===== src/rtl/param_delay_line.sv =====
// Programmable sample delay line: circular history buffer, fill-gated valid, clamped runtime delay.
// Latency = active delay D in accepted samples; in_valid=0 freezes everything, no backpressure.
module param_delay_line #(
    parameter int WIDTH       = 8,
    parameter int MAX_DEPTH   = 32,
    parameter int RESET_DELAY = 30,
    localparam int DW         = $clog2(MAX_DEPTH + 1)
) (
    input  logic             clock,
    input  logic             reset,
    input  logic [WIDTH-1:0] data,
    input  logic             in_valid,
    input  logic [DW-1:0]    delay,
    input  logic             delay_load,
    input  logic             flush,
    output logic [WIDTH-1:0] out,
    output logic             out_valid,
    output logic [DW-1:0]    fill_level
);
    localparam int PW = (MAX_DEPTH > 1) ? $clog2(MAX_DEPTH) : 1;
    localparam logic [PW-1:0] DEPTH_P = PW'(MAX_DEPTH);
    localparam logic [PW-1:0] LAST_P  = PW'(MAX_DEPTH - 1);
    localparam logic [DW-1:0] MAX_D   = DW'(MAX_DEPTH);
    localparam logic [DW-1:0] ONE_D   = DW'(1);

    typedef enum logic [1:0] {EMPTY, FILLING, RUNNING} state_t;

    state_t           state;
    logic [WIDTH-1:0] mem [MAX_DEPTH];
    logic [PW-1:0]    wptr;
    logic [PW-1:0]    back;
    logic [PW-1:0]    rd_ptr;
    logic [DW-1:0]    d;
    logic [DW-1:0]    new_d;
    logic [DW-1:0]    next_fill;
    logic [WIDTH-1:0] rd_data;
    logic             wr_en;
    logic             restart;

    always_comb begin
        new_d = delay;
        if (delay == '0)
            new_d = ONE_D;
        else if (delay > MAX_D)
            new_d = MAX_D;
        // The sample D-1 advances back; D-1 < MAX_DEPTH so it is never overwritten yet.
        back   = PW'(d - ONE_D);
        rd_ptr = wptr - back;
        if (wptr < back)
            rd_ptr = wptr - back + DEPTH_P;
        rd_data   = (d == ONE_D) ? data : mem[rd_ptr];
        next_fill = (state == RUNNING) ? d : fill_level + ONE_D;
        restart   = flush | delay_load;
        wr_en     = in_valid & ~flush;
    end

    always_ff @(posedge clock) begin
        if (wr_en)
            mem[wptr] <= data;
    end

    always_ff @(posedge clock or posedge reset) begin
        if (reset) begin
            state      <= EMPTY;
            out        <= '0;
            out_valid  <= 1'b0;
            fill_level <= '0;
            d          <= DW'(RESET_DELAY);
            wptr       <= '0;
        end else begin
            if (wr_en)
                wptr <= (wptr == LAST_P) ? '0 : wptr + PW'(1);
            if (restart) begin
                if (delay_load)
                    d <= new_d;
                out       <= '0;
                out_valid <= 1'b0;
                if (wr_en) begin
                    // Only reachable with delay_load and no flush: this sample is advance 0.
                    fill_level <= ONE_D;
                    if (new_d == ONE_D) begin
                        state     <= RUNNING;
                        out       <= data;
                        out_valid <= 1'b1;
                    end else begin
                        state <= FILLING;
                    end
                end else begin
                    state      <= EMPTY;
                    fill_level <= '0;
                end
            end else if (in_valid) begin
                fill_level <= next_fill;
                case (state)
                    EMPTY, FILLING: begin
                        if (next_fill == d) begin
                            state     <= RUNNING;
                            out       <= rd_data;
                            out_valid <= 1'b1;
                        end else begin
                            state <= FILLING;
                        end
                    end
                    RUNNING: out <= rd_data;
                    default: state <= EMPTY;
                endcase
            end
        end
    end
endmodule


===== config.mk =====
export PLATFORM = sky130hd
export DESIGN_NAME = param_delay_line
export DESIGN_NICKNAME = d
export VERILOG_FILES = /design/src/rtl/param_delay_line.sv
export SDC_FILE = /design/constraint.sdc
export NUM_CORES = 1
export LEC_CHECK = 0
export CAP_MARGIN = 25
export CORE_UTILIZATION = 40
export CTS_BUF_LIST = sky130_fd_sc_hd__clkbuf_4 sky130_fd_sc_hd__clkbuf_8
export DETAILED_ROUTE_END_ITERATION = 10
export DONT_BUFFER_PORTS = 1
export PLACE_DENSITY = 0.51
export SLEW_MARGIN = 20
export SYNTH_ARGS = -nofsm -noshare
export SYNTH_HDL_FRONTEND = slang
export SYNTH_SLANG_ARGS = --single-unit

===== constraint.sdc =====
create_clock -name clock -period 7.3 [get_ports clock]
set_input_delay 1.46 -clock clock [delete_from_list [all_inputs] [get_ports clock]]
set_output_delay 1.46 -clock clock [all_outputs]
set_load 0.01 [all_outputs]

==> flow_summary.html, run 1 <==
<table>
<tr><th>Metric</th><th>Value</th></tr>
<tr><th colspan="2">Placement</th></tr>
<tr><td>Half-perimeter wire length of the detailed placement result</td><td>between 15,000 and 20,000 um</td></tr>
<tr><td>Number of input and output port buffers inserted</td><td>0</td></tr>
<tr><td>RePlAce Congestion</td><td>0.860</td></tr>
<tr><td>Number of instances in the placed design</td><td>between 1k and 1.5k</td></tr>
<tr><th colspan="2">Worst setup path</th></tr>
<tr><td>Slowest stage cell on the critical path</td><td>nor2b_2</td></tr>
<tr><td>Number of buffers and inverters on the critical path</td><td>2</td></tr>
<tr><td>Required arrival time at the worst endpoint</td><td>7.75 ns</td></tr>
<tr><td>Top Family by Delay on Critical Path</td><td>adder cells</td></tr>
<tr><td>Crit path max fanout</td><td>26</td></tr>
<tr><td>Setup crit end kind</td><td>register</td></tr>
<tr><td>Ordered list of cells on the worst path</td><td>inv_1 -&gt; ha_1 -&gt; inv_1 -&gt; ha_1 -&gt; fa_1 -&gt; nor2b_2 -&gt; a221oi_1 -&gt; a22oi_1 -&gt; a211oi_1 -&gt; a221o_1 -&gt; mux2_2</td></tr>
<tr><td>Crit-path max cell delay</td><td>between 0.8 and 0.9 ns</td></tr>
<tr><td>Crit path arrival time</td><td>4.44 ns</td></tr>
<tr><td>Kind of launch point of the worst setup path</td><td>register</td></tr>
<tr><td>Type of the worst setup path</td><td>reg2reg</td></tr>
<tr><th colspan="2">STA</th></tr>
<tr><td>Total Neg Setup Slack</td><td>0 ns</td></tr>
<tr><td>Final Max Slew Viols</td><td>0</td></tr>
<tr><td>Final worst-path cycle share</td><td>0.548</td></tr>
<tr><td>Setup repair after global routing missed its margin</td><td>no</td></tr>
<tr><td>Final clock skew</td><td>0.0289 ns</td></tr>
<tr><td>Worst-margin pin slew</td><td>1.02 ns</td></tr>
<tr><td>Fin crit period</td><td>between 3 and 4 ns</td></tr>
<tr><td>Total of endpoints with negative setup slack in the final report</td><td>0</td></tr>
<tr><td>Hold Vio Cnt, Final</td><td>0</td></tr>
<tr><td>Maximum frequency from static timing analysis</td><td>roughly 0.25 GHz</td></tr>
<tr><td>Relative slew slack</td><td>0.314</td></tr>
<tr><th colspan="2">Die</th></tr>
<tr><td>Die Y</td><td>between 150 and 200 um</td></tr>
<tr><td>Site Rows</td><td>between 60 and 70</td></tr>
<tr><td>Number of ports placed on the die boundary</td><td>34</td></tr>
<tr><td>Total die area</td><td>approximately 30,000 um2</td></tr>
<tr><td>Die W</td><td>about 170 um</td></tr>
<tr><td>Core area</td><td>approximately 29,000 um2</td></tr>
<tr><td>Initial standard-cell utilization of the core</td><td>0.410</td></tr>
<tr><th colspan="2">Route</th></tr>
<tr><td>Routed WL</td><td>28,100 um</td></tr>
<tr><td>Number of detailed-routing iterations run before antenna repair</td><td>5</td></tr>
<tr><td>Post-detailed-route count of antenna-violating nets</td><td>0</td></tr>
<tr><td>DRC viols</td><td>0</td></tr>
<tr><td>Via count of the routed design</td><td>6,509</td></tr>
<tr><td>Wire length per cell after detailed routing</td><td>about 24 um</td></tr>
<tr><td>Initial drt markers</td><td>562</td></tr>
<tr><td>Via count normalized by instance count</td><td>5.66</td></tr>
<tr><th colspan="2">Layout</th></tr>
<tr><td>Ratio of cells with drive above 1 in the final layout</td><td>0.182</td></tr>
<tr><td>Total of fill cells in the finished design</td><td>around 2.5k</td></tr>
<tr><td>Final antenna diode count</td><td>0</td></tr>
<tr><td>Final net count</td><td>between 700 and 800</td></tr>
<tr><td>Post-route non-filler standard cell count</td><td>approximately 1.1k</td></tr>
<tr><td>Synth-to-Final Area Change</td><td>10.8%</td></tr>
<tr><th colspan="2">Synth</th></tr>
<tr><td>Cell count after synthesis</td><td>between 700 and 800</td></tr>
<tr><td>Most area-hungry cell type in the Yosys netlist</td><td>edfxtp_1</td></tr>
<tr><td>Avg Synthesized Cell Area</td><td>16.8 um2</td></tr>
<tr><td>Number of distinct library cells after synthesis</td><td>52</td></tr>
<tr><td>Proportion of synthesized chip area in sequential cells</td><td>0.707</td></tr>
<tr><td>Portion of synthesized cell area occupied by the leading cell type</td><td>0.648</td></tr>
<tr><td>Synth area leaders</td><td>edfxtp_1 65%, mux4_2 6.1%, mux2i_1 5.7%</td></tr>
<tr><td>Number of enable flip-flop cells after synthesis</td><td>256</td></tr>
<tr><td>Synth top cells by count</td><td>256 x edfxtp_1, 68 x mux2i_1, 49 x nor2_1</td></tr>
<tr><td>Ys flop type</td><td>edfxtp_1</td></tr>
<tr><td>Most common cell in the netlist</td><td>edfxtp_1</td></tr>
<tr><td>Post-synth ARST share</td><td>0.0986</td></tr>
<tr><td>Syn Nets</td><td>around 740</td></tr>
<tr><td>Mapped Area</td><td>about 12,000 um2</td></tr>
<tr><td>#FFs+latches synth</td><td>around 280</td></tr>
<tr><td>Synth warn</td><td>0</td></tr>
<tr><th colspan="2">CTS</th></tr>
<tr><td>H-tree depth reported by CTS</td><td>2</td></tr>
<tr><td>Clock network latency to the later pin of the worst-skew pair</td><td>roughly 0.57 ns</td></tr>
<tr><td>Number of buffers on the longest clock path</td><td>3</td></tr>
<tr><td># clock sinks</td><td>~280</td></tr>
<tr><td>TritonCTS clock tree</td><td>yes</td></tr>
<tr><td>Number of buffers inserted to repair setup after CTS</td><td>0</td></tr>
<tr><td>CTS root buffer</td><td>clkbuf_8</td></tr>
<tr><td>Count of instances resized after the clock tree is built</td><td>0</td></tr>
<tr><td>CTS Buf Count</td><td>48</td></tr>
<tr><td>Clock transition time at the flip-flop clock pins of the worst setup and hold paths</td><td>about 0.060 ns</td></tr>
<tr><td>Hold buffer count at cts</td><td>0</td></tr>
<tr><th colspan="2">Power and ir drop</th></tr>
<tr><td>PD cells</td><td>about 360 nW/um2</td></tr>
<tr><td>Worst VDD drop</td><td>between 0.15 and 0.2 mV</td></tr>
<tr><td>Leakage power summed over all cells</td><td>0.00445 uW</td></tr>
<tr><th colspan="2">Global route</th></tr>
<tr><td>Remaining global-route overflow</td><td>0</td></tr>
<tr><td>Overall Global Routing Usage</td><td>0.191</td></tr>
<tr><td>Largest net degree at the start of global routing</td><td>46</td></tr>
<tr><td>Number of global-route vias before repair</td><td>roughly 6.6k</td></tr>
<tr><td>Initial antenna violation count</td><td>0</td></tr>
<tr><td>Global-route wire length before repair</td><td>~42,000 um</td></tr>
<tr><th colspan="2">Min path</th></tr>
<tr><td>Type of the most critical hold path</td><td>reg2reg</td></tr>
<tr><th colspan="2">Run status</th></tr>
<tr><td>Run status</td><td>finished clean</td></tr>
<tr><th colspan="2">Job</th></tr>
<tr><td>Number of max-capacitance violations reported</td><td>0</td></tr>
</table>
final timing paths:
kind,start,endpoint,slack (ns),cells after the start
hold reg to reg,d[1],d[1],0.53,2
min in group asynchronous,reset,out[1],0.86,2
setup / recovery,wptr[1],out[4],3.30,11
max in group asynchronous,reset,d[2],6.10,2
setup reg to reg,wptr[1],out[4],3.30,11
hold / removal,d[1],d[1],0.53,2
layer usage:
| layer | track usage | up-vias | share of wire |
|---|---|---|---|
| met1 | 0.271 | 3384 | 0.45 |
| met4 | 0.0559 | 0 | 0.019 |
| met2 | 0.294 | 192 | 0.47 |
| met3 | 0.0418 | 42 | 0.062 |
| li1 | - | 2891 | - |
| met5 | 0 | - | 0 |
flip-flops by register name (all words and copies together), names as in the netlist:
signal and flops:
wptr 5, out 8, state 2, d 6, mem 256, out_valid 1
fill_level 6
kinds of logic after synthesis:
| family | share of synthesized area |
|---|---|
| XOR/XNOR | 0.00959 |
| AO/OA/AOI/OAI | 0.0757 |
| flip-flops | 0.707 |
| AND/OR/NAND/NOR | 0.0483 |
| buffers and inverters | 0.0201 |
| multiplexers | 0.124 |
| adder cells (fa/ha/maj) | 0.0154 |
cells in the final DEF (no fill, tap or decap), types with 4 or more instances in the layout:
cell type    n
edfxtp_1   256
mux2i_1     68
nor2_1      49
clkbuf_8    48
a221oi_1    34
mux4_2      32
o21ai_0     28
dfrtp_1     24
nand2_1     18
clkbuf_4    18
inv_1       14
a21oi_1     14
ha_1        12
a22oi_1     11
clkinv_2    10
clkinv_1     9
xnor2_1      8
a211oi_1     8
nand3b_1     7
buf_4        7
nor2b_1      6
nand3_1      6
mux2_2       6
xor2_1       5
a221o_1      5
nor3_1       5
nor4_1       4
or3_1        4
nand2b_1     4
dfstp_2      4
layout make-up:
class / instances / area [um2] / area share
repair buffers: 7 / 52.6 / 0.00400
multi-input cells: 372 / 3250 / 0.247
clock buffers: 66 / 796 / 0.0605
inverters: 14 / 52.6 / 0.00400
flip-flops and latches: 284 / 8390 / 0.638
clock inverters: 22 / 124 / 0.00942
well taps: 384 / 480 / 0.0365
tightest hold or removal path, stage by stage (launching register included):
cell     delay, ns
dfstp_2       0.40
inv_1         0.05
o22ai_1       0.08
per-stage QoR:
stage                util  hold WS [ns]  cell area [um2]  setup slack [ns]  power, uW
floorplan               -         0.494            11900              4.18       2970
global placement    0.423         0.512            12200              3.40       3380
detailed placement  0.423         0.520            12200              3.38       3380
CTS                 0.454         0.531            13200              3.36       4730
global route        0.454         0.556            13200              3.08       4930
finish              0.454         0.534            13200              3.30       4700
power by group:
part           internal, uW  switching (uW)
clock network           714             621
registers              1830            55.4
logic                   581             896
No activity file was read; power rests on OpenSTA's default activity.
==> run 2: changes to the inputs <==
- clock period: 7.3 -> 3.7 ns (I/O delays scaled with it)
==> run 2 against run 1 <==
Routed wire length is 1.1% higher. Via count rose by 1.7%. Utilization increased by 1.3 points. Power up 100%. Non-clock buffer count up 44. Flip-flop and latch count is the same. Register-to-register slack worse by 3.1 ns. Clock power is 99% higher. Combinational power up 120%. Largest cell class unchanged.
==> flow_summary.html, run 2 (synthesis results as in run 1) <==
<table>
<tr><th>Metric</th><th>Value</th></tr>
<tr><th colspan="2">Run status</th></tr>
<tr><td>Run status</td><td>finished clean</td></tr>
<tr><th colspan="2">Global route</th></tr>
<tr><td>Overall Global Routing Usage</td><td>0.189</td></tr>
<tr><td>Number of global-route vias before repair</td><td>roughly 6.6k</td></tr>
<tr><td>Remaining global-route overflow</td><td>0</td></tr>
<tr><td>Global-route wire length before repair</td><td>about 42,000 um</td></tr>
<tr><td>Initial antenna violation count</td><td>0</td></tr>
<tr><td>Largest net degree at the start of global routing</td><td>38</td></tr>
<tr><th colspan="2">CTS</th></tr>
<tr><td>Number of buffers on the longest clock path</td><td>3</td></tr>
<tr><td>CTS root buffer</td><td>clkbuf_8</td></tr>
<tr><td>Count of instances resized after the clock tree is built</td><td>0</td></tr>
<tr><td>Hold buffer count at cts</td><td>0</td></tr>
<tr><td>Number of buffers inserted to repair setup after CTS</td><td>0</td></tr>
<tr><td># clock sinks</td><td>284</td></tr>
<tr><td>CTS Buf Count</td><td>47</td></tr>
<tr><td>TritonCTS clock tree</td><td>yes</td></tr>
<tr><td>Clock network latency to the later pin of the worst-skew pair</td><td>approximately 0.56 ns</td></tr>
<tr><td>Clock transition time at the flip-flop clock pins of the worst setup and hold paths</td><td>around 0.060 ns</td></tr>
<tr><td>H-tree depth reported by CTS</td><td>2</td></tr>
<tr><th colspan="2">Route</th></tr>
<tr><td>Routed WL</td><td>around 28,000 um</td></tr>
<tr><td>Via count of the routed design</td><td>6,617</td></tr>
<tr><td>Highest routing layer actually used</td><td>met4</td></tr>
<tr><td>DRC viols</td><td>0</td></tr>
<tr><td>Post-detailed-route count of antenna-violating nets</td><td>0</td></tr>
<tr><td>Total length of routed met2 wires</td><td>between 10,000 and 15,000 um</td></tr>
<tr><td>Number of detailed-routing iterations run before antenna repair</td><td>8</td></tr>
<tr><td>Wire length per cell after detailed routing</td><td>around 24 um</td></tr>
<tr><td>Detailed-routing wirelength on met1</td><td>between 10,000 and 15,000 um</td></tr>
<tr><td>Wire length on met3</td><td>1730 um</td></tr>
<tr><td>Via count normalized by instance count</td><td>roughly 5.6</td></tr>
<tr><td>Initial drt markers</td><td>549</td></tr>
<tr><th colspan="2">Power and ir drop</th></tr>
<tr><td>Internal Pwr Total</td><td>6390 uW</td></tr>
<tr><td>Overall Power</td><td>about 9600 uW</td></tr>
<tr><td>Fraction of power consumed by sequential logic</td><td>0.384</td></tr>
<tr><td>PD cells</td><td>711 nW/um2</td></tr>
<tr><td>Switching part of the total power</td><td>0.336</td></tr>
<tr><td>Leakage power summed over all cells</td><td>~0.0047 uW</td></tr>
<tr><td>Share of total power in the clock network</td><td>0.277</td></tr>
<tr><td>Combinational group share of total power</td><td>0.338</td></tr>
<tr><td>Net load switching power</td><td>approximately 3200 uW</td></tr>
<tr><td>Worst VDD drop</td><td>about 0.37 mV</td></tr>
<tr><th colspan="2">Layout</th></tr>
<tr><td>Final net count</td><td>about 800</td></tr>
<tr><td>Final antenna diode count</td><td>0</td></tr>
<tr><td>Flip-flop count of the largest register after layout</td><td>256</td></tr>
<tr><td>Top reg by flops</td><td>mem</td></tr>
<tr><td>Synth-to-Final Area Change</td><td>14.0%</td></tr>
<tr><td>Ratio of cells with drive above 1 in the final layout</td><td>0.214</td></tr>
<tr><td>Post-route cell area</td><td>13,500 um2</td></tr>
<tr><td>Registers with the most flip-flops</td><td>mem: 256 flops, out: 8 flops</td></tr>
<tr><td>Most frequent standard cell in the layout excluding fill and tap cells</td><td>edfxtp_1</td></tr>
<tr><td>Most used cells in the layout excluding fill and tap cells</td><td>256 x edfxtp_1, 68 x mux2i_1, 49 x nor2_1, 49 x clkbuf_8, 47 x buf_4</td></tr>
<tr><td>Post-route non-filler standard cell count</td><td>~1.2k</td></tr>
<tr><th colspan="2">STA</th></tr>
<tr><td>Total Neg Setup Slack</td><td>0 ns</td></tr>
<tr><td>Final clock skew</td><td>approximately 0.028 ns</td></tr>
<tr><td>Fin crit period</td><td>3.52 ns</td></tr>
<tr><td>Hold Vio Cnt, Final</td><td>0</td></tr>
<tr><td>Final Max Slew Viols</td><td>0</td></tr>
<tr><td>Maximum frequency from static timing analysis</td><td>about 0.28 GHz</td></tr>
<tr><td>Final worst-path cycle share</td><td>0.951</td></tr>
<tr><td>Total of endpoints with negative setup slack in the final report</td><td>0</td></tr>
<tr><td>Worst-margin pin slew</td><td>between 0.9 and 1 ns</td></tr>
<tr><td>Setup repair after global routing missed its margin</td><td>no</td></tr>
<tr><td>Relative slew slack</td><td>0.383</td></tr>
<tr><th colspan="2">Worst setup path</th></tr>
<tr><td>Kind of launch point of the worst setup path</td><td>register</td></tr>
<tr><td>Ordered list of cells on the worst path</td><td>inv_1 -&gt; ha_1 -&gt; inv_1 -&gt; ha_1 -&gt; fa_1 -&gt; buf_4 -&gt; nor2b_1 -&gt; a221oi_1 -&gt; o32a_1 -&gt; a221o_1 -&gt; mux2_2</td></tr>
<tr><td>Crit path arrival time</td><td>around 4.0 ns</td></tr>
<tr><td>Setup crit end kind</td><td>register</td></tr>
<tr><td>Crit path max fanout</td><td>14</td></tr>
<tr><td>Crit-path max cell delay</td><td>about 0.62 ns</td></tr>
<tr><td>Slowest stage cell on the critical path</td><td>fa_1</td></tr>
<tr><td>Type of the worst setup path</td><td>reg2reg</td></tr>
<tr><td>Required arrival time at the worst endpoint</td><td>between 4 and 5 ns</td></tr>
<tr><th colspan="2">Die</th></tr>
<tr><td>Total die area</td><td>30,400 um2</td></tr>
<tr><td>Initial standard-cell utilization of the core</td><td>0.410</td></tr>
<tr><td>Die W</td><td>174 um</td></tr>
<tr><td>Number of ports placed on the die boundary</td><td>34</td></tr>
<tr><td>Core area</td><td>28,900 um2</td></tr>
<tr><td>Site Rows</td><td>62</td></tr>
<tr><td>Die Y</td><td>roughly 170 um</td></tr>
<tr><th colspan="2">Placement</th></tr>
<tr><td>RePlAce Congestion</td><td>~0.8</td></tr>
<tr><td>Half-perimeter wire length of the detailed placement result</td><td>18,400 um</td></tr>
<tr><td>Placement Cell Area</td><td>12,600 um2</td></tr>
<tr><td>Number of instances in the placed design</td><td>between 1k and 1.5k</td></tr>
<tr><td>Number of input and output port buffers inserted</td><td>0</td></tr>
<tr><th colspan="2">Job</th></tr>
<tr><td>Number of max-capacitance violations reported</td><td>0</td></tr>
<tr><th colspan="2">Min path</th></tr>
<tr><td>Type of the most critical hold path</td><td>in2reg</td></tr>
</table>
-- run 2: metrics by stage --
stage / hold WS [ns] / utilization / setup slack [ns]
after detailed placement: 0.525 / 0.436 / 0.227
after global placement: 0.512 / 0.436 / 0.299
after floorplan: 0.494 / - / 0.577
after CTS: 0.210 / 0.467 / 0.198
final: 0.237 / 0.467 / 0.182
after global routing: 0.213 / 0.467 / 0.0187
-- run 2: power groups by stage --
stage	Clock [uW]	Sequential, uW	Combinational (uW)
after global placement	0	3760	3200
final	2670	3700	3250
after detailed placement	0	3760	3240
after CTS	2740	3700	3240
after global routing	2870	3700	3490
after floorplan	0	3720	2140
-- run 2: worst paths after layout --
path	slack (ns)	end	cells past startpoint	startpoint
max	0.18	out[4]	11	wptr[1]
min	0.24	d[3]	1	delay[5]
max reg2reg	0.18	out[4]	11	wptr[1]
min reg2reg	0.53	d[1]	2	d[1]
max in group asynchronous	2.66	d[4]	2	reset
min in group asynchronous	0.27	out[7]	1	reset
-- run 2: area by class of cell --
| cell class | count | area [um2] |
|---|---|---|
| inverters | 14 | 52.6 |
| well taps | 384 | 480 |
| fillers | 2489 | 15400 |
| clock buffers | 60 | 757 |
| flip-flops and latches | 284 | 8390 |
| clock inverters | 24 | 159 |
| multi-input cells | 372 | 3250 |
| repair buffers | 51 | 433 |
-- run 2: critical path: cells and delay by family (launching register included) --
family          cells  cell delay (ns)
buf+inv             3             0.38
mux                 1             0.27
fa+ha+maj           3             1.12
simple gates        1             0.36
compound gates      3             0.87
flops               1             0.40
-- run 2: layer usage --
metal / vias up / global-route usage
met5: - / 0
met4: 0 / 0.0559
met3: 45 / 0.0394
met2: 215 / 0.301
met1: 3397 / 0.262
li1: 2960 / -
